### src/rtl/countdown_timer.sv
// Countdown timer: loads a preset on start, decrements once per tick while
// running, and signals expiry with a level (expired) and a one-cycle pulse (done_p).
//
// state   | meaning
// --------+-----------------------------------------------
// IDLE    | not counting; tout holds, waits for start
// RUN     | counting down on each tick
// PAUSED  | count frozen while pause is high
// DONE    | count reached zero; expired high until restart
module countdown_timer #(
    parameter logic [7:0] WARN_LEVEL = 8'd4
) (
    input  logic       clk,
    input  logic       r_n,
    input  logic       tick,
    input  logic       start,
    input  logic [7:0] preset,
    input  logic       pause,
    input  logic       clear,
    output logic [7:0] tout,
    output logic       running,
    output logic       expired,
    output logic       done_p,
    output logic       warn
);

    typedef enum logic [1:0] {
        IDLE   = 2'd0,
        RUN    = 2'd1,
        PAUSED = 2'd2,
        DONE   = 2'd3
    } state_t;

    state_t     state_q, state_d;
    logic [7:0] tout_q, tout_d;
    logic       done_p_q, done_p_d;

    always_ff @(posedge clk or negedge r_n) begin
        if (!r_n) begin
            state_q  <= IDLE;
            tout_q   <= 8'd0;
            done_p_q <= 1'b0;
        end else begin
            state_q  <= state_d;
            tout_q   <= tout_d;
            done_p_q <= done_p_d;
        end
    end

    always_comb begin
        state_d  = state_q;
        tout_d   = tout_q;
        done_p_d = 1'b0;
        if (clear) begin
            state_d = IDLE;
            tout_d  = 8'd0;
        end else if (start) begin
            tout_d = preset;
            if (preset != 8'd0) begin
                state_d = RUN;
            end else begin
                state_d  = DONE;
                done_p_d = 1'b1;
            end
        end else begin
            case (state_q)
                RUN: begin
                    if (pause) begin
                        state_d = PAUSED;
                    end else if (tick) begin
                        // Treat a stray zero count in RUN as expiry so tout never wraps.
                        if (tout_q > 8'd1) begin
                            tout_d = tout_q - 8'd1;
                        end else begin
                            tout_d   = 8'd0;
                            state_d  = DONE;
                            done_p_d = 1'b1;
                        end
                    end
                end
                PAUSED: begin
                    if (!pause) begin
                        state_d = RUN;
                    end
                end
                DONE: begin
                    tout_d = 8'd0;
                end
                default: begin
                    state_d = state_q;
                end
            endcase
        end
    end

    assign tout    = tout_q;
    assign done_p  = done_p_q;
    assign running = (state_q == RUN) || (state_q == PAUSED);
    assign expired = (state_q == DONE);
    assign warn    = running && (tout_q != 8'd0) && (tout_q <= WARN_LEVEL);

endmodule
### config.mk
export PLATFORM = sky130hd
export DESIGN_NAME = countdown_timer
export DESIGN_NICKNAME = d
export VERILOG_FILES = /design/src/rtl/countdown_timer.sv
export SDC_FILE = /design/constraint.sdc
export NUM_CORES = 1
export LEC_CHECK = 0
export BUFFER_PORTS_ARGS = -buffer_cell sky130_fd_sc_hd__buf_2
export CAP_MARGIN = 5
export CORE_MARGIN = 1
export CORE_UTILIZATION = 40
export CTS_CLUSTER_DIAMETER = 80
export DETAILED_ROUTE_END_ITERATION = 12
export PLACE_DENSITY = 0.66
export SETUP_SLACK_MARGIN = 0.3
export SYNTH_ARGS = -nofsm -noshare
export SYNTH_HDL_FRONTEND = slang
export SYNTH_SLANG_ARGS = --single-unit
### constraint.sdc
create_clock -name clk -period 2.4 [get_ports clk]
set_clock_uncertainty 0.05 [all_clocks]
set_input_delay 0.24 -clock clk [delete_from_list [all_inputs] [get_ports clk]]
set_output_delay 0.24 -clock clk [all_outputs]
set_load 0.05 [all_outputs]
=== Word-level counts from Yosys, hierarchy flattened ===
Cells that the tools add are included.
W data, S select, Z words.

* Register bits after elaboration: 11
* Output and inout bits: 12

* $add $sub $neg: 1
* Magnitude comparators: 2
* Equal/unequal tests: 8
* Muxes and demuxes: 21
* Reduce and logical (&&, ||, !) cells: 9

{| class="wikitable"
|+ Operators with widths
! cell !! count
|-
| $mux W8 || 5
|-
| $pmux W8 S2 || 1
|-
| $reduce_bool A8 Y1 || 2
|-
| $mux W2 || 7
|-
| $ne A4 B4 Y1 const B || 3
|-
| $ne A5 B5 Y1 const B || 2
|-
| $gt A8 B1 Y1 const B || 1
|-
| $le A8 B3 Y1 const B || 1
|-
| $reduce_bool A4 Y1 || 2
|-
| $sub A8 B1 Y8 const B || 1
|-
| $mux W1 || 7
|-
| $eq A2 B2 Y1 const B || 2
|-
| $pmux W2 S2 || 1
|-
| $reduce_and A4 Y1 || 1
|-
| $reduce_and A3 Y1 || 1
|-
| $eq A2 B1 Y1 const B || 1
|-
| $logic_and A1 B1 Y1 || 2
|-
| $logic_or A1 B1 Y1 || 1
|}

=== Logic depth before layout (Yosys ltp) ===
* Depth after elaboration: 7
* Gate-level depth with buffers: 6
* Gate-level depth less buffers: 6

=== Least setup slack after synthesis ===
Ideal clock, no wire load.

* Path kind: flip-flop to output port
* From: register tout_q[4] (netlist: tout[4])
* To: output port warn
* Arrival: 2754 ps
* Required time: 2110 ps
* Setup slack: -644 ps
* Cell stages (with the launch flop): 3
* Cells stage by stage: dfrtp_1 or4_4 nor4_1

* Cells in the longest elaborated chain, start to end: 3
* Elaborated cells on any way between the ends: 4
* Classes of those cells: order compare: 1; reduce/logical: 3

{| class="wikitable"
|+ RTL lines
! what !! line !! RTL
|-
| start: declaration || 35 || <nowiki>logic [7:0] tout_q, tout_d;</nowiki>
|-
| start signal: assignment || 45 || <nowiki>tout_q <= tout_d;</nowiki>
|-
| branches (longest 2 deep; another with $le A8 B3 Y1) || -- ||
|-
| $logic_and A1 B1 Y1 * || 100 || <nowiki>assign warn = running && (tout_q != 8'd0) && (tout_q <= WARN_LEVEL);</nowiki>
|-
| end: declaration || 24 || <nowiki>output logic warn</nowiki>
|}

Every way passes the cells marked *.

=== Worst setup path after layout ===
* From: register tout_q[5] (netlist: tout[5])
* To: register state_q[1]

* Cells in the longest elaborated chain, start to end: 3

{| class="wikitable"
|+ RTL lines
! what !! line !! RTL
|-
| $gt A8 B1 Y1 || 72 || <nowiki>if (tout_q > 8'd1) begin</nowiki>
|-
| $ne A5 B5 Y1 (no source line) || -- ||
|-
| $reduce_and A4 Y1 (no source line) || -- ||
|-
| end signal: assignment || 44 || <nowiki>state_q <= state_d;</nowiki>
|-
| end: declaration || 34 || <nowiki>state_t state_q, state_d;</nowiki>
|}

No other way between the ends.
A chain may end at the register's enable or synchronous reset.

==> out/summary.txt <==
Die width -> 48.0 µm
H-tree Lvls -> 1
Final net count -> 155
Required time worst endpoint -> 2510 ps
Layout cells sized above 1 -> 35.1%
DR iter-0 viols -> 27
Clock transition at path regs -> 80 ps
Max-cap violations -> 0
I/O Pins -> 26
Met3 Track Usage GR -> 4.53%
Reg-to-reg endpoint -> state_q[1]
Peak supply drop -> 0.000364 V
Initial core utilization -> 42.6%
Commonest cells in the netlist -> o21ai_0 (12), dfrtp_1 (11), inv_1 (8)
CTS tree -> yes
Top post-synthesis cells by area -> dfrtp_1 (33%), ha_1 (8.9%), o21ai_0 (7.1%)
Post-route ant nets -> 0
Post-DR vias/cell -> 5.71
Die ar. -> 0.00230 mm²
First-pass GRT wire length -> 3380 µm
Crit path launch -> tout[5]
Post-synth net total -> 120
Vias in the first global route -> 790
Overflow after GRT -> 0
Final Core Density -> 55.9%
Initial antenna violation count -> 0
Root Driver -> clkbuf_4
Library cells used by synthesis -> 32
RSZ-0062 raised after global routing -> yes
Yosys reg bits -> 11
Syn Inst Count -> 100
Total global-route track usage -> 21.4%
DR WL/cell -> 14.4 µm
Largest net degree at the start of global routing -> 16
Part of the cycle the worst path needs -> 88.5%
R2R depth -> 4
CP Launch Type -> flip-flop
Path type of the worst min-delay path -> in2reg
Gr busiest metal -> met2
Routed via count -> 920
DR DRC count -> 0
Ant. Diodes -> 0
# rows -> 16
Yosys top cell area share -> 32.6%
Port Buffer Count -> 25
Tmin final -> 2120 ps
Pwr Density -> 679 mW/mm²
Synth Cell Area -> 845 µm²
CTS Sinks -> 11
Routed WL -> 2320 µm
GPL Wtd Cong -> 0.888
CTS buffer count -> 3
Slew at the pin with the worst max-slew slack -> 529 ps
Slew Limit Fails -> 0
Warning count from the yosys run -> 0
Area leader, netlist -> dfrtp_1
Worst path cell trace -> or4_4, or3_4, o211ai_4, mux2_2
Leak -> 0.537 nW
Crit path buffers/inverters -> 0
Syn_area_per_cell -> 8.45 µm²
Worst endpoint data arrival time -> 2240 ps
CP Depth -> 4
Ys flop type -> dfrtp_1
Sequential area share after synthesis -> 32.6%
Max stage delay cell, worst path -> or4_4
Worst reg2reg setup slack -> 280 ps
Critical path destination -> state_q[1]
# setup viols final -> 0
Met1 usage -> 26.1%
Async SR Flop Fraction -> 100%
Crit path max-delay family -> simple AND/OR/NAND/NOR gates
Final hold vios -> 0
P&R area growth vs syn -> 31.1%
Crit path kind -> reg2reg
Status -> completed
Clock Tree Buf Depth -> 2
DP HPWL -> 1760 µm
Top-count cell post-synth -> o21ai_0
Met2 GRT Util -> 36.2%
Core Region -> 0.00198 mm²
Number of flops mapped to enable cells by yosys -> 0
Worst path max stage delay -> 580 ps
Setup TNS Final -> 0 ps
Crit path capture type -> flip-flop
First-pass iteration count of the detailed router -> 4
Die Y -> 48.0 µm
Total power -> 0.752 mW
Slew headroom -> 64.4%
Reg-to-reg startpoint -> tout[5]
Max Clock Freq -> 471 MHz
Clk_lat worst skew -> 270 ps
Worst-path maximum fanout -> 5
==> metrics by stage <==
step | setup WS, ps | hold slack, ps | std cells | area (µm²)
after floorplan | 211 | -106 | 100 | 863
after global placement | 303 | 76.9 | 152 | 1030
after detailed placement | 252 | 81.8 | 152 | 1030
after CTS | 279 | 175 | 158 | 1070
after global routing | 249 | 178 | 161 | 1110
final | 277 | 176 | 161 | 1110
==> registers in the layout, indices dropped and copies added, names as in the netlist <==
signal and count:
state_q 2, done_p 1, tout 8
==> layout by cell type (no fill, tap or decap), drive strengths merged, types with 2 or more instances in the layout <==
| master | instances |
|---|---|
| buf | 30 |
| o21ai | 12 |
| dfrtp | 11 |
| inv | 8 |
| nand2 | 7 |
| nand3 | 6 |
| ha | 6 |
| a22o | 6 |
| nor2 | 5 |
| nor3 | 5 |
| nor4 | 5 |
| clkbuf | 5 |
| a21oi | 3 |
| o31ai | 3 |
| nand2b | 2 |
| nand4 | 2 |
| mux2 | 2 |
| o211ai | 2 |
==> repair_timing <==
item,CTS,global route
hold endpoints to repair,11,0
pin swaps,1,0
hold buffers,1,0
resized for setup,0,2
buffers inserted,1,3
setup endpoints to repair,3,3
==> how the worst min path moves through the flow <==
stage / start / endpoint / slack [ps] / depth (start not counted)
2_1_floorplan: r_n / done_p / -110 / 0
5_1_grt: clear / done_p / 180 / 2
3_5_place_dp: r_n / tout[3] / 80 / 1
3_3_place_gp: r_n / tout[2] / 80 / 1
6_report: clear / done_p / 180 / 2
4_1_cts: clear / done_p / 180 / 2
==> routing by layer <==
| layer | routed length (µm) | up-vias | share of wire [%] |
|---|---|---|---|
| met3 | 143 | 5 | 6.2 |
| li1 | - | 446 | - |
| met4 | 27 | 0 | 1.2 |
| met1 | 1030 | 424 | 44 |
| met2 | 1120 | 45 | 48 |
| met5 | 0 | - | 0 |
==> kinds of logic (layout without fill, tap and decap cells) <==
group / after synthesis / count (layout) / share of synthesized area [%]
flip-flops: 11 / 11 / 32.6
XOR/XNOR: 1 / 1 / 1.04
multiplexers: 2 / 2 / 2.67
AND/OR/NAND/NOR: 39 / 39 / 25.5
buffers and inverters: 10 / 44 / 4.44
adder cells (fa/ha/maj): 6 / 6 / 8.89
AO/OA/AOI/OAI: 31 / 31 / 24.9
==> final cells by class <==
class	count	area, µm²
Fill cell	202	875
Timing Repair Buffer	32	183
Clock buffer	4	26.3
Tap cell	27	33.8
Inverter	8	30.0
Multi-Input combinational cell	79	556
Sequential cell	11	279
==> report_power, final <==
part           switching, mW  internal [mW]
Clock                 0.0687         0.0644
Combinational          0.246          0.136
Sequential            0.0294          0.208
Total                  0.344          0.408
Note: power is estimated with default switching activity, not from simulation.
